### src/rtl/bp_me_pkg.sv
// Shared types and configuration helpers for the memory-engine I/O path.
// Holds the processor config selector, the message width derived from it,
// the default I/O NoC credit budget and the I/O command arbiter state enum.
package bp_me_pkg;

    typedef enum logic [1:0] {
        e_bp_default_cfg,
        e_bp_unicore_cfg,
        e_bp_multicore_cfg
    } bp_params_e;

    // Default number of I/O commands allowed in flight
    localparam int unsigned io_noc_max_credits_p = 4;

    typedef enum logic [1:0] {
        e_run,
        e_drain,
        e_quiesced
    } bp_io_arb_state_e;

    // Width of one CCE memory message (header plus data) for a given config
    function automatic int unsigned bp_cce_mem_msg_width(input bp_params_e cfg);
        int unsigned w;
        unique case (cfg)
            e_bp_unicore_cfg:   w = 96;
            e_bp_multicore_cfg: w = 128;
            default:            w = 64;
        endcase
        return w;
    endfunction

endpackage

### src/rtl/bp_me_io_arb_id_fifo.sv
// In-order FIFO of requester IDs for outstanding I/O commands.
// A push and a pop may occur in the same cycle, including when full.
module bp_me_io_arb_id_fifo #(
    parameter int unsigned width_p = 1,
    parameter int unsigned els_p   = 4
) (
    input  logic               clk_i,
    input  logic               reset_n_i,
    input  logic [width_p-1:0] data_i,
    input  logic               v_i,
    input  logic               yumi_i,
    output logic [width_p-1:0] data_o,
    output logic               empty_o,
    output logic               full_o
);

    localparam int unsigned ptr_width_lp = (els_p > 1) ? $clog2(els_p) : 1;
    localparam int unsigned cnt_width_lp = $clog2(els_p + 1);

    logic [width_p-1:0]      mem_q [els_p];
    logic [ptr_width_lp-1:0] wptr_q, rptr_q;
    logic [cnt_width_lp-1:0] cnt_q;
    logic                    push, pop;

    function automatic logic [ptr_width_lp-1:0] ptr_inc(input logic [ptr_width_lp-1:0] p);
        return (p == ptr_width_lp'(els_p - 1)) ? '0 : p + 1'b1;
    endfunction

    assign empty_o = (cnt_q == '0);
    assign full_o  = (cnt_q == cnt_width_lp'(els_p));
    assign pop     = yumi_i & ~empty_o;
    assign push    = v_i & (~full_o | pop);
    assign data_o  = mem_q[rptr_q];

    // Storage array; contents are don't-care until written
    always_ff @(posedge clk_i) begin
        if (push) begin
            mem_q[wptr_q] <= data_i;
        end
    end

    // Read/write pointers and occupancy
    always_ff @(posedge clk_i or negedge reset_n_i) begin
        if (!reset_n_i) begin
            wptr_q <= '0;
            rptr_q <= '0;
            cnt_q  <= '0;
        end else begin
            if (push) wptr_q <= ptr_inc(wptr_q);
            if (pop)  rptr_q <= ptr_inc(rptr_q);
            unique case ({push, pop})
                2'b10:   cnt_q <= cnt_q + 1'b1;
                2'b01:   cnt_q <= cnt_q - 1'b1;
                default: cnt_q <= cnt_q;
            endcase
        end
    end

endmodule

### src/rtl/bp_me_io_cmd_arbiter.sv
// Arbitrates several requesters onto one downstream I/O command channel with
// credit-based flow control, and routes in-order responses back by ID.
// Supports a quiesce/drain handshake and a sticky error for orphan responses.
// Optional: define BP_IO_ARB_RR_EN for round-robin arbitration; otherwise
// fixed priority with the lowest index winning.
module bp_me_io_cmd_arbiter
    import bp_me_pkg::*;
#(
    parameter bp_params_e  bp_params_p   = e_bp_default_cfg,
    parameter int unsigned num_req_p     = 2,
    parameter int unsigned max_credits_p = io_noc_max_credits_p,
    localparam int unsigned cce_mem_msg_width_lp = bp_cce_mem_msg_width(bp_params_p)
) (
    input  logic                                      clk_i,
    input  logic                                      reset_n_i,

    input  logic [num_req_p*cce_mem_msg_width_lp-1:0] req_cmd_i,
    input  logic [num_req_p-1:0]                      req_cmd_v_i,
    output logic [num_req_p-1:0]                      req_cmd_yumi_o,

    output logic [cce_mem_msg_width_lp-1:0]           io_cmd_o,
    output logic                                      io_cmd_v_o,
    input  logic                                      io_cmd_yumi_i,

    input  logic [cce_mem_msg_width_lp-1:0]           io_resp_i,
    input  logic                                      io_resp_v_i,
    output logic                                      io_resp_ready_and_o,

    output logic [cce_mem_msg_width_lp-1:0]           req_resp_o,
    output logic [num_req_p-1:0]                      req_resp_v_o,
    input  logic [num_req_p-1:0]                      req_resp_ready_and_i,

    input  logic                                      quiesce_i,
    output logic                                      quiesced_o,
    output logic                                      err_o
);

    localparam int unsigned id_width_lp  = (num_req_p > 1) ? $clog2(num_req_p) : 1;
    localparam int unsigned cnt_width_lp = $clog2(max_credits_p + 1);

    bp_io_arb_state_e              state_q;
    logic                          quiesced_q;
    logic                          err_q;
    logic [cnt_width_lp-1:0]       cnt_q, cnt_d;
    logic                          grant_held_q;
    logic [id_width_lp-1:0]        grant_id_q;

    logic [cce_mem_msg_width_lp-1:0] cmd_arr [num_req_p];
    logic [id_width_lp-1:0]        sel_id, grant_id, head_id;
    logic                          sel_v, can_grant, cmd_fire, resp_fire;
    logic                          fifo_empty, fifo_full;

    // New grants only while running, not quiescing, and with a free credit
    assign can_grant = (state_q == e_run) & ~quiesce_i & ~fifo_full
                     & (cnt_q < cnt_width_lp'(max_credits_p));

`ifdef BP_IO_ARB_RR_EN
    logic [id_width_lp-1:0] rr_q;

    // Round-robin pick: first valid requester at or after the pointer
    always_comb begin
        int idx;
        idx    = 0;
        sel_id = '0;
        sel_v  = 1'b0;
        for (int i = int'(num_req_p) - 1; i >= 0; i--) begin
            idx = int'(rr_q) + i;
            if (idx >= int'(num_req_p)) idx = idx - int'(num_req_p);
            if (req_cmd_v_i[idx]) begin
                sel_id = idx[id_width_lp-1:0];
                sel_v  = 1'b1;
            end
        end
    end

    // Priority restarts just past the requester that was last accepted
    always_ff @(posedge clk_i or negedge reset_n_i) begin
        if (!reset_n_i) begin
            rr_q <= '0;
        end else if (cmd_fire) begin
            rr_q <= (grant_id == id_width_lp'(num_req_p - 1)) ? '0 : grant_id + 1'b1;
        end
    end
`else
    // Fixed priority pick: lowest valid index wins (scan high to low)
    always_comb begin
        sel_id = '0;
        sel_v  = 1'b0;
        for (int i = int'(num_req_p) - 1; i >= 0; i--) begin
            if (req_cmd_v_i[i]) begin
                sel_id = i[id_width_lp-1:0];
                sel_v  = 1'b1;
            end
        end
    end
`endif

    // A held grant pins the selection so io_cmd_o stays stable until yumi
    assign grant_id   = grant_held_q ? grant_id_q : sel_id;
    assign io_cmd_v_o = reset_n_i & (grant_held_q | (can_grant & sel_v));
    assign cmd_fire   = io_cmd_v_o & io_cmd_yumi_i;

    // Unpack the flat command bus into per-requester slices
    always_comb begin
        for (int i = 0; i < int'(num_req_p); i++) begin
            cmd_arr[i] = req_cmd_i[i*cce_mem_msg_width_lp +: cce_mem_msg_width_lp];
        end
    end

    assign io_cmd_o = cmd_arr[grant_id];

    // Accept strobe goes only to the granted requester
    always_comb begin
        req_cmd_yumi_o           = '0;
        req_cmd_yumi_o[grant_id] = cmd_fire;
    end

    // Orphan responses (nothing outstanding) are always accepted and dropped
    assign io_resp_ready_and_o = fifo_empty ? 1'b1 : req_resp_ready_and_i[head_id];
    assign resp_fire           = io_resp_v_i & io_resp_ready_and_o & ~fifo_empty;
    assign req_resp_o          = io_resp_i;

    // Response valid is steered to the oldest outstanding requester
    always_comb begin
        req_resp_v_o          = '0;
        req_resp_v_o[head_id] = io_resp_v_i & ~fifo_empty;
    end

    // Credit count next state; simultaneous issue and return cancel out
    always_comb begin
        unique case ({cmd_fire, resp_fire})
            2'b10:   cnt_d = cnt_q + 1'b1;
            2'b01:   cnt_d = cnt_q - 1'b1;
            default: cnt_d = cnt_q;
        endcase
    end

    bp_me_io_arb_id_fifo #(
        .width_p (id_width_lp),
        .els_p   (max_credits_p)
    ) id_fifo (
        .clk_i     (clk_i),
        .reset_n_i (reset_n_i),
        .data_i    (grant_id),
        .v_i       (cmd_fire),
        .yumi_i    (resp_fire),
        .data_o    (head_id),
        .empty_o   (fifo_empty),
        .full_o    (fifo_full)
    );

    // Credit counter, grant hold and sticky error flag
    always_ff @(posedge clk_i or negedge reset_n_i) begin
        if (!reset_n_i) begin
            cnt_q        <= '0;
            grant_held_q <= 1'b0;
            grant_id_q   <= '0;
            err_q        <= 1'b0;
        end else begin
            cnt_q <= cnt_d;
            if (cmd_fire) begin
                grant_held_q <= 1'b0;
            end else if (io_cmd_v_o) begin
                grant_held_q <= 1'b1;
                grant_id_q   <= grant_id;
            end
            if (io_resp_v_i && fifo_empty) begin
                err_q <= 1'b1;
            end
        end
    end

    // Quiesce FSM; drain completes on the cycle the last credit returns
    always_ff @(posedge clk_i or negedge reset_n_i) begin
        if (!reset_n_i) begin
            state_q    <= e_run;
            quiesced_q <= 1'b0;
        end else begin
            unique case (state_q)
                e_run: begin
                    if (quiesce_i && (!grant_held_q || cmd_fire)) begin
                        state_q <= e_drain;
                    end
                end
                e_drain: begin
                    if (cnt_d == '0) begin
                        state_q    <= e_quiesced;
                        quiesced_q <= 1'b1;
                    end
                end
                e_quiesced: begin
                    if (!quiesce_i) begin
                        state_q    <= e_run;
                        quiesced_q <= 1'b0;
                    end
                end
                default: begin
                    state_q    <= e_run;
                    quiesced_q <= 1'b0;
                end
            endcase
        end
    end

    assign quiesced_o = quiesced_q;
    assign err_o      = err_q;

endmodule

### config.mk
export PLATFORM = sky130hd
export DESIGN_NAME = bp_me_io_cmd_arbiter
export DESIGN_NICKNAME = d
export VERILOG_FILES = /design/src/rtl/bp_me_pkg.sv /design/src/rtl/bp_me_io_arb_id_fifo.sv /design/src/rtl/bp_me_io_cmd_arbiter.sv
export SDC_FILE = /design/constraint.sdc
export NUM_CORES = 1
export LEC_CHECK = 0
export BUFFER_PORTS_ARGS = -buffer_cell sky130_fd_sc_hd__buf_2
export CAP_MARGIN = 20
export CORE_AREA = 2 2 130 132
export CTS_BUF_LIST = sky130_fd_sc_hd__clkbuf_4 sky130_fd_sc_hd__clkbuf_8 sky130_fd_sc_hd__clkbuf_16
export DETAILED_ROUTE_END_ITERATION = 10
export DIE_AREA = 0 0 132 134
export PLACE_DENSITY = 0.45
export SETUP_SLACK_MARGIN = 0.2
export SLEW_MARGIN = 20
export SYNTH_ARGS = -nofsm -noshare
export SYNTH_HDL_FRONTEND = slang
export SYNTH_SLANG_ARGS = --single-unit
export TNS_END_PERCENT = 30
### constraint.sdc
create_clock -name clk_i -period 3.5 [get_ports clk_i]
set_clock_uncertainty 0.05 [all_clocks]
set_input_delay 0.525 -clock clk_i [delete_from_list [all_inputs] [get_ports clk_i]]
set_output_delay 0.525 -clock clk_i [all_outputs]
set_load 0.02 [all_outputs]
==> After elaboration in Yosys (flattened, before gate mapping) <==
Memories as Yosys holds them, arrays and structs flattened.
Cells that the tools add are included.
{ "word_totals": {"reg_bits": 16, "latchBits": 0, "ram_bits": 4, "romBits": 0, "output_inout_bits": 136, "word_cells": 98, "mem_count": 1} }
{ "op_classes": {"add_sub_neg": 6, "n_mul": 0, "div_mod_pow": 0, "n_lt_le_gt_ge": 6, "n_eq_ne": 12, "n_shift": 0, "n_mux": 29, "bitwise_logic": 21, "reduce_logical": 14} }
{ "mem_list": {"columns": ["memory", "depth", "word_bits", "rd", "rd_ports_with_merged_regs", "write_ports", "line", "source"], "rows": [
  ["id_fifo.mem_q", 4, 1, 1, 0, 1, "bp_me_io_arb_id_fifo.sv:20", "logic [width_p-1:0] mem_q [els_p];"]
]} }
{ "op_table": {"columns": ["operator", "count"], "rows": [
  ["64-bit two-way mux", 3],
  ["1-bit two-way mux", 15],
  ["3-bit case mux with 2 select lines", 2],
  ["1-bit AND", 11],
  ["2-bit equality test (second input constant)", 5],
  ["2-bit two-way mux", 5],
  ["3-bit by 1-bit adder with 3-bit output (second input constant)", 2],
  ["2-bit by 1-bit equality test with 1-bit output (second input constant)", 3],
  ["3-bit logical NOT", 2],
  ["2-bit case mux with 3 select lines", 1],
  ["3-bit AND reduction", 2],
  ["3-bit by 1-bit subtractor with 3-bit output (second input constant)", 2],
  ["1-bit inverter", 5],
  ["2-bit by 1-bit adder with 2-bit output (second input constant)", 2],
  ["2-bit AND", 2],
  ["1-bit logical AND", 4],
  ["1-bit by 2-bit < comparator with 1-bit output (second input constant)", 2],
  ["2-bit inequality test (second input constant)", 2],
  ["2-bit nonzero test", 2],
  ["3-bit equality test (second input constant)", 1],
  ["3-bit < comparator (second input constant)", 1],
  ["1-bit case mux with 3 select lines", 1],
  ["1-bit demux with 1-bit select", 2],
  ["1-bit greater-or-equal comparator (second input constant)", 2],
  ["other kinds (8)", 9]
]} }

==> Longest topological paths before layout <==
Gate-level depths: netlist of run 1.
{ "logic_depth": {"ltp_word": 13, "ltp_mapped": 10} }

==> Cells and area by module <==
From an unflattened synthesis of run 1, not the netlist that was laid out.
{ "hier_totals": {"hier_cells": 248, "area_unflattened_um2": 2456.1} }
{ "by_module_without_submodules": {"columns": ["module", "n_inst", "cells_per_inst", "area_each_um2", "seq_area_each_um2"], "rows": [
  ["bp_me_io_cmd_arbiter", 1, 191, 1769.2, 225.2],
  ["bp_me_io_arb_id_fifo", 1, 57, 686.9, 295.3]
]} }

==> Least setup slack after synthesis of run 1 <==
Ideal clock, no wire load.
{ "synth_path": {"path_type": "register -> register", "from": "register id_fifo.rptr_q[0]", "to": "register state_q[0]", "arrival_time_ns": 2.532, "required_ns": 3.330, "slack_ns": 0.798, "stages_incl_launch_ff": 11, "path_buffers": 0, "cell_sequence": "dfrtp_1 -> mux4_2 -> mux2i_2 -> nor2_1 -> ha_1 -> inv_1 -> fa_1 -> xor2_1 -> o21ai_0 -> nand3_1 -> a31o_2"} }
{ "synth_between": {"elab_chain_cells": 11} }
{ "synth_lines": {"columns": ["element", "line", "source"], "rows": [
  ["start, declared", "bp_me_io_arb_id_fifo.sv:21", "logic [ptr_width_lp-1:0] wptr_q, rptr_q;"],
  ["start signal, assigned", "bp_me_io_arb_id_fifo.sv:50", "if (pop) rptr_q <= ptr_inc(rptr_q);"],
  ["memory 4 x 1 bit (*)", null, null],
  ["1-bit two-way mux (implied by the code) (*) (2 in series)", "bp_me_io_cmd_arbiter.sv:119", "assign io_resp_ready_and_o = fifo_empty ? 1'b1 : req_resp_ready_and_i[head_id];"],
  ["1-bit two-way mux (*)", "bp_me_io_cmd_arbiter.sv:119", null],
  ["1-bit AND (*) (2 in series)", "bp_me_io_cmd_arbiter.sv:120", "assign resp_fire = io_resp_v_i & io_resp_ready_and_o & ~fifo_empty;"],
  ["2-bit by 1-bit equality test with 1-bit output or 2-bit equality test (tied branches)", "bp_me_io_cmd_arbiter.sv:131", "unique case ({cmd_fire, resp_fire})"],
  ["3-bit case mux with 2 select lines (*)", "bp_me_io_cmd_arbiter.sv:131", null],
  ["3-bit logical NOT (*)", "bp_me_io_cmd_arbiter.sv:186", "if (cnt_d == '0) begin"],
  ["2-bit inequality test (no line) (*)", null, null],
  ["3-bit AND reduction (no line) (*)", null, null],
  ["end signal, assigned", "bp_me_io_cmd_arbiter.sv:182", "state_q <= e_drain;"],
  ["end signal, assigned", "bp_me_io_cmd_arbiter.sv:187", "state_q <= e_quiesced;"],
  ["end signal, assigned", "bp_me_io_cmd_arbiter.sv:193", "state_q <= e_run;"],
  ["end, declared", "bp_me_io_cmd_arbiter.sv:41", "bp_io_arb_state_e state_q;"]
]} }
Every way passes the cells marked *; elsewhere a longest branch is shown, timed or not. The select of a mux whose other input is x is not followed.
A chain may end at the register's enable or synchronous reset.

==> Worst setup path after layout of run 1 <==
Same ends and word-level chain as after synthesis.

==> results.yml, run 1 <==
run_status:
  status: "complete, no violations"
final_layout:
  drive_gt1_share_pct: 62.7
  multi_input_area_sq_um: 1360
  fin_nets: 600
  area_growth_syn_to_layout_pct: 39.0
  n_fill_cell: 1833
  stdcell_area_sq_um: 3370
  antenna_cells: 0
  seqCellArea_sq_um: 520
clock_network:
  cts_buffers: 3
  cts.clk_slew.worst_paths_ns: 0.06
  cts_setup_buffers: 0
  tritoncts: "built"
  cts_hold_buffers: 0
  cts.path.max_buffers: 2
  clock_sinks: 20
  cts_resized: 0
  root_buffer: "clkbuf_16"
  cts_max_level: 1
  insertion_delay_ns: 0.25
synth:
  synth_edf_count: 4
  synth.distinct_cells: 41
  syn_inst: 246
  synth_area_leaders: "mux2_1, buf_4, dfrtp_1, mux2_2, edfxtp_1"
  async_flop_share_pct: 80.0
  synth_top_area_share_pct: 22.3
  ys_warn_count: 0
  ys_ff_latch: 20
  avgSynthCellArea_sq_um: 9.86
  yosysTopAreaCell: "mux2_1"
  ys.flop_type: "dfrtp_1"
  netlist_area_sq_um: 2430
  synth_nets: 456
  ys_seq_area_share_pct: 21.5
timing:
  final_max_slew_viol_count: 0
  rsz0062_at_grt: "false"
  fin_crit_ns: 2.93
  setup_viol: 0
  tns_ns: 0
  hold-worst-slack_ns: 0.0187
  hold_viol: 0
  fin_crit_sh_pct: 83.8
  fmax_mhz: 341
  worst_slew_pin_slew_ns: 0.528
  slew_headroom_pct: 64.5
floorplanning:
  start_util_pct: 14.9
  core_region_area_sq_um: 16300
  std_cell_rows: 47
  chipWidth_microns: 132
  die-area_sq_um: 17700
  ios: 337
  dieHeight_microns: 134
detailed_routing:
  post-route-drc-count: 0
  viasPerCell: 3.67
  dr.pass1.iters: 4
  wl_per_cell_microns: 15.7
  ant_nets: 0
  wl_microns: 9550
  drt_iter0_drc: 68
  dr_total_vias: 2236
power_and_ir_drop:
  power_uw: 1840
  ir_drop_v: 0.000249
  pwr-share-comb_pct: 59.7
  seq_power_share_pct: 23.2
  clkPwrFrac_pct: 17.0
  power_density_nw_per_um2: 547
  power.leakage_uw: 0.00171
  p_int_uw: 1040
  switching_share_pct: 43.4
  power.switching_uw: 799
critical_path:
  crit_slowest_cell: "mux4_2"
  r2r_slack_ns: 0.57
  critPathKind: "reg2reg"
  worstPathRequired_ns: 3.59
  crit_path_start_kind: "flop"
  crit_chain: "mux4_2 -> mux2i_2 -> nor2_1 -> ha_1 -> inv_1 -> fa_1 -> xor2_1 -> o21ai_0 -> nand3_1 -> a31o_2"
  path_delay_family: "multiplexers"
  critPathBufInv: 1
  worst_path_largest_cell_delay_ns: 0.58
  crit_fanout: 8
  end_kind: "flop"
  worstPathArrival_ns: 3.03
hold_path:
  hold_class: "in2async"
placed_design:
  finalWeightedCongestion: 0.812
  dp_hpwl_microns: 8690
  dpl_cell_area_sq_um: 3270
  io_buffers: 208
grt:
  grt_pass1_wl_microns: 14300
  grt_overflow: 0
  grt_pass1_vias: 2525
  grt_max_degree: 58
  antenna_found_initial: 0
  grtUsageTotal_pct: 10.5
run:
  cap_violations: 0
## layout by cell type (no fill, tap or decap), types with 2 or more instances in the layout
| cell type | n |
|---|---|
| xor2_1 | 3 |
| inv_1 | 11 |
| xnor2_1 | 2 |
| nand3b_1 | 2 |
| mux2i_1 | 5 |
| nand2_1 | 6 |
| fa_1 | 2 |
| ha_1 | 7 |
| o21ai_0 | 5 |
| or3_1 | 3 |
| nor2b_1 | 2 |
| buf_2 | 208 |
| mux2_1 | 48 |
| nor3b_1 | 3 |
| and3_1 | 5 |
| nor2_1 | 9 |
| clkbuf_16 | 3 |
| dfrtp_1 | 16 |
| edfxtp_1 | 4 |
| mux2_2 | 21 |
| nand3_1 | 3 |
## layer usage
metal  track usage [%]  wire length, microns
met5              4.17                   104
met3              9.67                  2010
met4              2.29                   155
met2              15.3                  3910
met1              10.8                  3370
## cell families (layout without fill, tap and decap cells)
| group | after synthesis | in the layout | share of synthesized area [%] |
|---|---|---|---|
| xor+xnor | 5 | 5 | 1.81 |
| flops | 20 | 20 | 21.5 |
| fa+ha+maj | 9 | 9 | 5.26 |
| buf+inv | 83 | 226 | 23.0 |
| compound gates | 13 | 13 | 3.76 |
| simple gates | 40 | 40 | 9.13 |
| mux | 76 | 76 | 35.6 |
## through the flow
step | util [%] | cells | setup slack (ns)
global route | 20.7 | 609 | 0.397
detailed placement | 20.1 | 605 | 0.566
floorplan | - | 246 | 0.798
finish | 20.7 | 609 | 0.567
global placement | 20.1 | 605 | 0.625
CTS | 20.7 | 609 | 0.562
## layout make-up
type / count / area share [%]
clock buffers: 3 / 2.23
inverters: 12 / 1.34
multi-input cells: 143 / 40.3
well taps: 220 / 8.16
clock inverters: 1 / 0.890
flip-flops and latches: 20 / 15.4
repair buffers: 210 / 31.7
## power by group through the flow
| stage | logic [uW] | registers (uW) | clock network (uW) |
|---|---|---|---|
| after floorplan | 850 | 420 | 0 |
| after global placement | 1090 | 430 | 0 |
| after detailed placement | 1110 | 430 | 0 |
| after CTS | 1120 | 428 | 323 |
| after global routing | 1210 | 447 | 333 |
| final | 1100 | 428 | 314 |
## worst register-to-register path, cell delays in order, from the launching register on
cell	delay, ns
dfrtp_1	0.46
mux4_2	0.58
mux2i_2	0.20
nor2_1	0.12
ha_1	0.19
inv_1	0.06
fa_1	0.38
xor2_1	0.16
o21ai_0	0.20
nand3_1	0.16
a31o_2	0.27
## final timing paths
kind	endpoint	cells past startpoint	from
worst max-delay path	state_q[0]	10	id_fifo.rptr_q[0]
worst min-delay path	grant_held_q	1	reset_n_i
worst max register to register	state_q[0]	10	id_fifo.rptr_q[0]
worst min register to register	err_o	1	err_o
max in group asynchronous	id_fifo.wptr_q[0]	2	reset_n_i
min in group clk_i	err_o	1	err_o
## cells in the mapped netlist (3+ instances only)
master / instances
and3_1: 5
buf_2: 5
buf_4: 64
dfrtp_1: 16
edfxtp_1: 4
ha_1: 7
inv_1: 11
mux2_1: 48
mux2_2: 21
mux2i_1: 5
nand2_1: 6
nand3_1: 3
nor2_1: 9
nor3b_1: 3
o21ai_0: 5
or3_1: 3
xor2_1: 3
## registers in the layout, indices dropped and copies added, names as in the netlist
signal	count
id_fifo.wptr_q	2
err_o	1
cnt_q	3
quiesced_o	1
id_fifo.cnt_q	3
id_fifo.rptr_q	2
grant_id_q	1
state_q	2
grant_held_q	1
id_fifo.mem_q	4
Note: power is estimated with default switching activity, not from simulation.
==> inputs of run 2 (changes only) <==
--- a/config.mk
+++ b/config.mk
@@ -5,13 +5,14 @@
 export SDC_FILE = /design/constraint.sdc
 export NUM_CORES = 1
 export LEC_CHECK = 0
+export ABC_AREA = 1
 export BUFFER_PORTS_ARGS = -buffer_cell sky130_fd_sc_hd__buf_2
 export CAP_MARGIN = 20
-export CORE_AREA = 2 2 130 132
+export CORE_AREA = 2 2 129 131
 export CTS_BUF_LIST = sky130_fd_sc_hd__clkbuf_4 sky130_fd_sc_hd__clkbuf_8 sky130_fd_sc_hd__clkbuf_16
 export DETAILED_ROUTE_END_ITERATION = 10
-export DIE_AREA = 0 0 132 134
-export PLACE_DENSITY = 0.45
+export DIE_AREA = 0 0 131 133
+export PLACE_DENSITY = 0.46
 export SETUP_SLACK_MARGIN = 0.2
 export SLEW_MARGIN = 20
 export SYNTH_ARGS = -nofsm -noshare
==> constraint.sdc (replaced) <==
create_clock -name clk_i -period 2.9 [get_ports clk_i]
set_clock_uncertainty 0.05 [all_clocks]
set_input_delay 0.435 -clock clk_i [delete_from_list [all_inputs] [get_ports clk_i]]
set_output_delay 0.435 -clock clk_i [all_outputs]
set_load 0.02 [all_outputs]
==> run 2 against run 1 <==
  * Via count grew 22%
  * Register-to-register slack lost 0.12 ns
  * Area after synthesis grew 2.7%
  * Critical endpoint is now quiesced_o
  * Largest cell class unchanged
  * Highest routed layer is now met4
==> results.yml, run 2 <==
critical_path:
  end_kind: "flop"
  crit_path_start_kind: "flop"
  worstPathArrival_ns: 2.55
  crit_fanout: 4
  critPathKind: "reg2reg"
  worstPathRequired_ns: 2.99
placed_design:
  placedCellCount: 768
  io_buffers: 208
  finalWeightedCongestion: 0.733
  dp_hpwl_microns: 8040
synth:
  ys_seq_area_share_pct: 20.9
  ys.flop_type: "dfrtp_1"
  synthTopCellsByCount: "nand2_1, buf_4, inv_1"
  ys_ff_latch: 20
  syn_inst: 414
  synth_top_area_share_pct: 33.4
  synth_most_common_cell: "nand2_1"
  synth_area_leaders: "nand2_1, buf_4, dfrtp_1, edfxtp_1, inv_1"
  netlist_area_sq_um: 2490
  yosysTopAreaCell: "nand2_1"
  synth_edf_count: 4
  async_flop_share_pct: 80.0
  avgSynthCellArea_sq_um: 6.02
  synth.distinct_cells: 24
  synth_nets: 624
  ys_warn_count: 0
timing:
  hold-worst-slack_ns: 0.134
  tns_ns: 0
  fin_crit_sh_pct: 84.7
  hold_viol: 0
  final_max_slew_viol_count: 0
  fin_crit_ns: 2.46
  rsz0062_at_grt: "false"
  setup_viol: 0
  slew_headroom_pct: 77.0
  worst_slew_pin_slew_ns: 0.346
  fmax_mhz: 407
grt:
  grt_pass1_vias: 2662
  grt_max_degree: 70
  antenna_found_initial: 0
  grt_pass1_wl_microns: 14200
  grt_overflow: 0
  grtUsageTotal_pct: 10.4
power_and_ir_drop:
  ir_drop_v: 0.000284
  power_density_nw_per_um2: 836
  power.leakage_uw: 0.00210
hold_path:
  hold_class: "in2async"
detailed_routing:
  post-route-drc-count: 0
  dr_total_vias: 2722
  wl_microns: 9490
  dr.pass1.iters: 4
  viasPerCell: 3.52
  wl_per_cell_microns: 12.3
  drt_iter0_drc: 68
  ant_nets: 0
final_layout:
  fin_nets: 764
  layoutNonFillerInstCount: 773
  n_fill_cell: 1883
  top_register: "id_fifo.mem_q"
  postLayoutCoreUtil_pct: 21.0
  drive_gt1_share_pct: 42.7
  area_growth_syn_to_layout_pct: 36.1
  largest_reg_flops: 4
  largest_registers: "id_fifo.mem_q (4), cnt_q (3), id_fifo.cnt_q (3)"
  layout_commonest_cell: "nand2_1"
  antenna_cells: 0
  final_cell_mix: "nand2_1, buf_2, inv_1, dfrtp_1, nor2_1"
floorplanning:
  core_region_area_sq_um: 16200
  start_util_pct: 15.4
  ios: 337
  std_cell_rows: 47
  die-area_sq_um: 17400
  dieHeight_microns: 133
  chipWidth_microns: 131
clock_network:
  tritoncts: "built"
  cts_hold_buffers: 0
  root_buffer: "clkbuf_16"
  clock_sinks: 20
  cts_buffers: 3
  cts_max_level: 1
  insertion_delay_ns: 0.25
  cts.path.max_buffers: 2
  cts.clk_slew.worst_paths_ns: 0.06
run_status:
  status: "complete, no violations"
run:
  cap_violations: 0
-- run 2: changes by cell type after synthesis, moves of 4 or more --
cell | before | now
mux2_2 | 21 | 0
nand3_1 | 3 | 7
nand3_2 | 0 | 4
o21ai_0 | 5 | 9
mux2i_1 | 5 | 0
buf_4 | 64 | 71
and3_1 | 5 | 0
nand2_1 | 6 | 222
nor2_1 | 9 | 15
mux2_1 | 48 | 0
inv_1 | 11 | 29
-- run 2: cell type report --
type | instances | area (sq um) | share of cell area, %
multi-input combinational | 283 | 1290 | 38.1
clock buffer | 4 | 88.8 | 2.62
timing repair buffer | 213 | 1090 | 32.2
sequential | 20 | 520 | 15.3
inverter | 33 | 124 | 3.65
tap | 220 | 275 | 8.11
-- run 2: kinds of logic (layout without fill, tap and decap cells) --
| kind of cell | Yosys count | in the layout | share of synthesized area [%] |
|---|---|---|---|
| DFF | 20 | 20 | 20.9 |
| adders and majority gates | 9 | 9 | 5.12 |
| AOI/OAI and AO/OA | 13 | 13 | 2.71 |
| buffers and inverters | 111 | 250 | 27.8 |
| and+or+nand+nor | 258 | 258 | 42.5 |
| xor gates and xnor gates | 3 | 3 | 1.05 |
-- run 2: final timing paths --
check / startpoint / to / slack [ns] / cells after the start
setup / recovery: state_q[0] / quiesced_o / 0.44 / 17
hold / removal: reset_n_i / id_fifo.rptr_q[0] / 0.13 / 2
setup reg to reg: state_q[0] / quiesced_o / 0.44 / 17
hold reg to reg: err_o / err_o / 0.42 / 1
max in group asynchronous: reset_n_i / id_fifo.cnt_q[0] / 2.47 / 2
min in group clk_i: io_resp_v_i / err_o / 0.40 / 3
-- run 2: what timing repair did --
item                                    4_1_cts  5_1_grt
gates resized for setup                       0        4
setup buffers                                 0        1
endpoints found under the setup margin        0        3
-- run 2: through the flow --
step           cell area [sq um]  total power [uW]  worst slack (ns)
2_1_floorplan               2490              2010             0.605
6_report                    3390              2840             0.443
3_3_place_gp                3290              2540             0.324
5_1_grt                     3390              3120             0.223
4_1_cts                     3370              2850             0.339
3_5_place_dp                3290              2520             0.296
-- run 2: routing by layer --
layer,routed length (microns),global-route usage [%],vias up,part of all wire [%]
met5,0,0,-,0
met4,39,1.36,0,0.41
met3,926,3.64,6,9.8
met2,4660,18.2,148,49
met1,3860,12.6,1119,41
li1,-,-,1449,-
-- run 2: worst max-delay path, stage by stage (launching register included) --
cell	delay (ns)
dfrtp_1	0.36
inv_1	0.10
nand2_1	0.08
nor2_1	0.09
nand3_1	0.07
nand2_1	0.08
nand2_2	0.07
nor2_4	0.15
inv_1	0.08
ha_1	0.22
inv_1	0.09
fa_1	0.42
o21ai_2	0.14
nor2_1	0.06
nand3_1	0.09
nand2_2	0.07
nand3_2	0.08
nand2_1	0.06
-- run 2: where the power goes --
group	switching, uW	internal, uW
logic	1360	679
registers	83.4	404
clock network	101	210
